===== src/rtl/shift_reg_seq_ctrl.sv =====
`default_nettype none
// ============================================================================
//  Module   : shift_reg_seq_ctrl
//  Brief    : Parallel-in / serial-out sequencer. Accepts a WIDTH-bit word on
//             a valid/ready handshake, then streams it out one bit per clock
//             with a strobe and ends with a one-cycle done pulse.
//             Optional feature macro: PARITY_EN (appends an even-parity bit).
//  Revision : 1.0  initial release
// ============================================================================
module shift_reg_seq_ctrl #(
  parameter int WIDTH     = 4,
  parameter bit MSB_FIRST = 1'b1
) (
  input  logic             clk,
  input  logic             rst,
  input  logic [WIDTH-1:0] p_in,
  input  logic             in_valid,
  output logic             in_ready,
  output logic             s_out,
  output logic             s_valid,
  output logic             busy,
  output logic             done
);

`ifdef PARITY_EN
  localparam int NBITS = WIDTH + 1;
`else
  localparam int NBITS = WIDTH;
`endif
  localparam int            CW   = (NBITS > 1) ? $clog2(NBITS) : 1;
  localparam logic [CW-1:0] LAST = CW'(NBITS - 1);

  typedef enum logic [1:0] {
    IDLE  = 2'd0,
    LOAD  = 2'd1,
    SHIFT = 2'd2,
    DONE  = 2'd3
  } state_t;

  state_t           state, state_nxt;
  logic [NBITS-1:0] seq_q, seq_nxt;      // word held in transmit order, bit 0 goes next
  logic [CW-1:0]    cnt, cnt_nxt;        // index of the bit currently on s_out
  logic             s_out_nxt, s_valid_nxt, busy_nxt, done_nxt;
  logic [WIDTH-1:0] ordered;             // p_in rearranged so index 0 is sent first
  logic [NBITS-1:0] load_word;

  // Reorder the incoming word once so the shifter always sends bit 0 first.
  generate
    for (genvar i = 0; i < WIDTH; i++) begin : g_order
      if (MSB_FIRST) begin : g_msb
        assign ordered[i] = p_in[WIDTH-1-i];
      end else begin : g_lsb
        assign ordered[i] = p_in[i];
      end
    end
  endgenerate

`ifdef PARITY_EN
  // Even parity of the captured word rides behind the data bits.
  assign load_word = {^p_in, ordered};
`else
  assign load_word = ordered;
`endif

  // Ready only in IDLE and never while reset is asserted.
  assign in_ready = (state == IDLE) & ~rst;

  // Next-state and next-output decode; outputs are registered from these.
  always_comb begin
    state_nxt   = state;
    seq_nxt     = seq_q;
    cnt_nxt     = cnt;
    s_out_nxt   = 1'b0;
    s_valid_nxt = 1'b0;
    busy_nxt    = 1'b0;
    done_nxt    = 1'b0;
    case (state)
      IDLE: begin
        if (in_valid && in_ready) begin
          state_nxt = LOAD;
          seq_nxt   = load_word;
          busy_nxt  = 1'b1;
        end
      end
      LOAD: begin
        state_nxt   = SHIFT;
        cnt_nxt     = '0;
        s_out_nxt   = seq_q[0];
        seq_nxt     = seq_q >> 1;
        s_valid_nxt = 1'b1;
        busy_nxt    = 1'b1;
      end
      SHIFT: begin
        busy_nxt = 1'b1;
        if (cnt == LAST) begin
          state_nxt = DONE;
          done_nxt  = 1'b1;
        end else begin
          cnt_nxt     = cnt + CW'(1);
          s_out_nxt   = seq_q[0];
          seq_nxt     = seq_q >> 1;
          s_valid_nxt = 1'b1;
        end
      end
      DONE: begin
        state_nxt = IDLE;
      end
      default: begin
        state_nxt = IDLE;
      end
    endcase
  end

  // State, shifter, counter and registered outputs; reset clears everything at once.
  always_ff @(posedge clk or posedge rst) begin
    if (rst) begin
      state   <= IDLE;
      seq_q   <= '0;
      cnt     <= '0;
      s_out   <= 1'b0;
      s_valid <= 1'b0;
      busy    <= 1'b0;
      done    <= 1'b0;
    end else begin
      state   <= state_nxt;
      seq_q   <= seq_nxt;
      cnt     <= cnt_nxt;
      s_out   <= s_out_nxt;
      s_valid <= s_valid_nxt;
      busy    <= busy_nxt;
      done    <= done_nxt;
    end
  end

endmodule
`default_nettype wire


===== config.mk =====
export PLATFORM = sky130hd
export DESIGN_NAME = shift_reg_seq_ctrl
export DESIGN_NICKNAME = d
export VERILOG_FILES = /design/src/rtl/shift_reg_seq_ctrl.sv
export SDC_FILE = /design/constraint.sdc
export NUM_CORES = 1
export LEC_CHECK = 0
export ABC_AREA = 1
export ABC_CLOCK_PERIOD_IN_PS = 1420
export BUFFER_PORTS_ARGS = -buffer_cell sky130_fd_sc_hd__buf_2
export CAP_MARGIN = 20
export CELL_PAD_IN_SITES_DETAIL_PLACEMENT = 1
export CELL_PAD_IN_SITES_GLOBAL_PLACEMENT = 1
export CORE_AREA = 2 2 45 47
export CTS_CLUSTER_SIZE = 8
export DETAILED_ROUTE_END_ITERATION = 7
export DIE_AREA = 0 0 47 49
export PLACE_DENSITY = 0.76
export REMOVE_ABC_BUFFERS = 1
export SLEW_MARGIN = 20
export SYNTH_ARGS = -nofsm -noshare
export SYNTH_HDL_FRONTEND = slang
export SYNTH_SLANG_ARGS = --single-unit

===== constraint.sdc =====
create_clock -name clk -period 1.42 [get_ports clk]
set_clock_uncertainty 0.05 [all_clocks]
set_input_delay 0.213 -clock clk [delete_from_list [all_inputs] [get_ports clk]]
set_output_delay 0.213 -clock clk [all_outputs]
set_load 0.005 [all_outputs]

* After elaboration in Yosys (flattened, before gate mapping)
Index checks and enable logic that the tools add are counted.
** Operators by class
- Add/sub/neg operators :: 1
- $mul :: 0
- Divide/modulo/power cells :: 0
- Magnitude comparators :: 0
- Equal/unequal tests :: 7
- Shifts and indexed selects :: 0
- Multiplexer cells :: 16
- Bitwise logic cells :: 2
- Reductions and logical operators :: 8
** Operators with widths (number)
- case mux 4 bit (3 select lines) :: 1
- two-way mux 4 bit :: 2
- case mux 2 bit (4 select lines) :: 1
- equality test 2 bit (second input constant) :: 3
- two-way mux 2 bit :: 3
- case mux 1 bit (2 select lines) :: 3
- two-way mux 1 bit :: 5
- != test 2 bit (second input constant) :: 2
- case mux 2 bit (2 select lines) :: 1
- AND reduction 2 bit :: 2
- AND reduction 3 bit :: 1
- nonzero test 3 bit :: 1
- adder 2 x 1 -> 2 bit (second input constant) :: 1
- equality test 2 x 1 -> 1 bit (second input constant) :: 1
- zero test 2 bit :: 1
- != test 2 x 1 -> 1 bit (second input constant) :: 1
- nonzero test 2 bit :: 1
- OR reduction 2 bit :: 1
- AND 1 bit :: 1
- logical AND 1 bit :: 1
- NOT 1 bit :: 1
** Storage, ports and cells
- Register bits :: 12
- Bits in latches :: 0
- RAM bits :: 0
- Memory bits (read-only) :: 0
- Input port bits :: 7
- Output and inout port bits :: 5
- Word-level logic and storage cells :: 41
- Memories kept :: 0

* Depth between registers and ports, before layout
- Depth after elaboration :: 5
- Mapped depth :: 8
- Depth with buffers taken out :: 8

* Worst setup path before layout
Ideal clock, no wire load.
- Path type :: register to register
- From :: register state[0]
- To :: register seq_q[1]
- Setup time :: 0.116 ns
- Arrival time :: 1.092 ns
- Required time :: 1.254 ns
- Setup slack :: 0.161 ns
- Cell stages (with the launch flop) :: 7
- Path buffers :: 0
- Clock period less this slack :: 1.259 ns
- Path through :: dfrtp_1 -> inv_1 -> ha_1 -> a21oi_2 -> nand2_2 -> nand2_1 -> nand2_1
** Between the ends
- Longest elaborated chain between the ends :: 5
- Elaborated cells on any way between the ends :: 10
- Classes of those cells :: eq/ne: 4; mux: 1; bitwise: 1; reduce/logical: 4
** Ends and longest elaborated chain
- start: declaration :: RTL line 40 : state_t state, state_nxt;
- start signal: assignment :: RTL line 125 : state <= state_nxt;
- zero test 2 bit :: RTL line 66, 77
- AND 1 bit :: RTL line 66 : assign in_ready = (state == IDLE) & ~rst;
- logical AND 1 bit :: RTL line 79 : if (in_valid && in_ready) begin
- != test 2 x 1 -> 1 bit (no source line)
- AND reduction 3 bit (no source line)
- end signal: assignment :: RTL line 126 : seq_q <= seq_nxt;
- end: declaration :: RTL line 41 : logic [NBITS-1:0] seq_q, seq_nxt;
Parallel ways exist; a longest one is shown, timed or not.
A chain may end at the register's enable or synchronous reset.

* Final worst setup path
- From :: register state[1]
- To :: output in_ready
** Between the ends
- Longest elaborated chain between the ends :: 2
** Ends and longest elaborated chain
- zero test 2 bit :: RTL line 66
- AND 1 bit :: RTL line 66
- end: declaration :: RTL line 18 : output logic in_ready,
No other way between the ends.

==> results.md <==
- The minimum setup slack in the final design is 0.0186 ns.
- The capturing element type of the critical path is a primary output.
- Global routing consumed, over all layers together, 16.3% of the routing resources.
- The mapped netlist covers 647 sq um.
- The utilization of the core after routing is 46.4%.
- For this run, design rule violations remaining after detail routing come to 0.
- The number of CTS-inserted buffers is 3.
- Clock-pin slew was measured on the worst setup and hold paths at 0.08 ns.
- Counting every instance in the synthesized netlist gives 76.
- The finished layout holds 125 standard cells, fillers aside.
- The library cell used most frequently in the layout, excluding fill and tap cells, is sky130_fd_sc_hd__nand2_1.
- Setup repair after global routing could not meet its margin everywhere.
- The xor and xnor fraction of the mapped netlist area is 0%.
- The hold violation total from the final report is 0.
- The first detailed-routing pass took 4 iterations.
- The peak clock frequency supported by timing is 0.714 GHz.
- The cell at the root of the clock tree is sky130_fd_sc_hd__clkbuf_4.
- The HPWL after detailed placement is 1.07 mm.
- The clock tree from TritonCTS is done.
- The core region area is 1840 sq um.
- The mux cell area share after synthesis is 0%.
- The count of placed standard cells including taps is 115.
- After layout, the design draws a total of 2.04 mW.
- Setup violations remaining at the end of the flow were counted as 0.
- The critical path in this run is classified as reg2out.
- The initial standard-cell utilization of the core is 35.1%.
- In the final layout, the share of cells above drive strength 1 is 36.7%.
- The repair_antennas step left the layout with diodes totalling 0.
- CTS built an H-tree with a depth of 1.
- The area growth from synthesis to layout is 32.1%.
- The clock drives 12 sinks.
- The floorplan step set the die width to 47 um.
- The simple-gate portion of the synthesized area is 30.2%.
- The time the final worst path needs with I/O delays and setup is 1.40 ns.
- The cell with the biggest individual delay on the critical path is sky130_fd_sc_hd__dfrtp_1.
- For this design the ratio of total power to cell area is 2390 nW/um^2.
- The total number of vias is 572.
- Entering global routing, the biggest net connects 13 pins.
- For this run the aggregate overflow at the end of global routing stands at 0.
- IR analysis of the VDD net gives a maximum drop of 0.834 mV.
- Counting flops and latches in the post-synthesis netlist gives 12.
- After synthesis, the largest family of logic cells by area is simple AND/OR/NAND/NOR gates.
- The number of rows in the core area is 16.
- The via count of the first global-routing pass came to 589.
- Prior to clock tree synthesis, the placed netlist has a worst setup slack of 0.0249 ns.
- Data on the critical path is required at its endpoint by 1.16 ns.
- The number of max-slew violations in the final report is 0.
- The signal on the critical path passes through inv_2 -> ha_4 -> inv_2 -> nor2_2 -> buf_2.
- After layout, the worst path uses 98.7% of the clock period.
- For the worst-skew pair, the clock arrives at the later sink with an insertion delay of 0.28 ns.
- Each instance of the synthesized netlist takes up on average 8.51 sq um.
- The chip height is 49 um.
- The post-layout net count is 112.
- The maximum buffer depth of the clock tree is 2.
- The via density per instance is 4.58.
- The analysis attributes to cell leakage a power of 0.474 nW.
- The antenna violation net count after detailed routing is 0.
- The total of buffers placed on input and output ports is 11.
- The area enclosed by the die boundary is 2300 sq um.
- The first-pass GRT wire length is 2.54 mm.
- The total of warnings raised by yosys is 0.
- Across the run, the number of max-cap violations was 0.
- The adder-cell area share of the yosys netlist is 11.6%.
- In this design, the critical path's most frequently occurring cell is sky130_fd_sc_hd__inv_2.
- In the layout the commonest cells are sky130_fd_sc_hd__nand2_1 (26), sky130_fd_sc_hd__dfrtp_1 (12), sky130_fd_sc_hd__buf_2 (11).
- The weighted congestion at the end of routability-driven global placement is 0.770.
- In this run the worst path has a maximum fanout of 2.
- In this run the tightest slew margin relative to its limit is 67.0%.
- The final wirelength is 1.49 mm.
- The number of distinct library cell variants in the gate-level netlist after synthesis is 16.
- The proportion of synthesized chip area in sequential cells is 46.4%.
- The number of antenna violations at the first check in global routing is 0.
- After detailed routing, the average wire length per cell comes to 11.9 um.
- During I/O placement, the number of pins put on the boundary was 12.
- For the pin with the worst max-slew slack, the measured transition is 0.495 ns.
- The total of fill cells in the finished design is 239.
- The first-iteration detailed-routing DRC count is 9.
- The path class of the tightest hold or removal check is in2reg.
- For flop-to-flop paths, the worst setup slack is 0.07 ns.
- STA puts the critical path data arrival time at 1.14 ns.
- The post-synthesis compound-gate area fraction is 5.42%.
- STA classifies the critical path startpoint as a flip-flop.
- The delay contributed by the slowest stage of the critical path is 0.40 ns.
- The run finished with clean final reports.
power breakdown:
part | internal (mW) | total, mW | switching (mW) | leakage, nW
Combinational | 0.514 | 1.20 | 0.688 | 0.300
Sequential | 0.490 | 0.557 | 0.0676 | 0.153
Clock | 0.156 | 0.284 | 0.128 | 0.0210
Total | 1.16 | 2.04 | 0.883 | 0.474
worst max-delay path: cells and delay by family, from the launching register on:
family,cells,cell delay [ns]
adders and majority gates,1,0.13
buffers and inverters,3,0.24
DFF,1,0.40
and+or+nand+nor,1,0.08
final cells by class:
| type | count | area [sq um] | share of cell area (%) |
|---|---|---|---|
| inverters | 11 | 43.8 | 5.12 |
| clock buffers | 4 | 36.3 | 4.25 |
| repair buffers | 18 | 110 | 12.9 |
| well taps | 27 | 33.8 | 3.95 |
| multi-input cells | 53 | 330 | 38.7 |
| flip-flops and latches | 12 | 300 | 35.1 |
layer usage:
layer | global-route usage [%] | up-vias | share of wire, %
met5 | 0 | - | 0
met3 | 5.56 | 5 | 4.2
met4 | 9.72 | 0 | 2.8
met2 | 24.4 | 11 | 48
li1 | - | 283 | -
met1 | 19.3 | 273 | 45
Yosys cell counts (all sizes together):
| library cell | number | area (sq um) |
|---|---|---|
| nand2 | 28 | 110 |
| dfrtp | 12 | 300 |
| inv | 11 | 41.3 |
| nand3 | 8 | 40.0 |
| ha | 6 | 75.1 |
| nor2 | 5 | 28.8 |
| a21oi | 2 | 13.8 |
| o21ai | 2 | 21.3 |
| nor3 | 1 | 10.0 |
| or2 | 1 | 6.26 |
timing repair:
action | 4_1_cts | 5_1_grt
buffers inserted | 5 | 0
resized for setup | 5 | 3
hold buffers | 1 | 0
setup endpoints to repair | 2 | 11
pin swaps | 1 | 3
endpoints found under the hold margin | 12 | 0
final timing paths:
| check | startpoint | endpoint | cells after the start |
|---|---|---|---|
| min in group asynchronous | rst | s_valid | 3 |
| hold / removal | in_valid | busy | 3 |
| max in group asynchronous | rst | state[1] | 3 |
| setup / recovery | state[1] | in_ready | 5 |
| hold reg to reg | seq_q[3] | seq_q[3] | 2 |
| setup reg to reg | state[0] | seq_q[3] | 6 |
state kept, by name, summed over array words and instances (netlist names):
name,count
state,2
seq_q,4
s_out,1
cnt,2
done,1
s_valid,1
busy,1
logic make-up after synthesis:
family / count (synthesis)
compound gates: 4
fa+ha+maj: 6
buf+inv: 11
flops: 12
simple gates: 43
through the flow:
| stage | area (sq um) | hold slack, ns | TNS [ns] |
|---|---|---|---|
| after floorplan | 647 | 0.0277 | 0 |
| after global placement | 743 | 0.242 | 0 |
| after detailed placement | 743 | 0.246 | 0 |
| after CTS | 840 | 0.148 | 0 |
| after global routing | 855 | 0.154 | -0.0555 |
| final | 855 | 0.149 | 0 |
(Power assumes the default switching activity.)
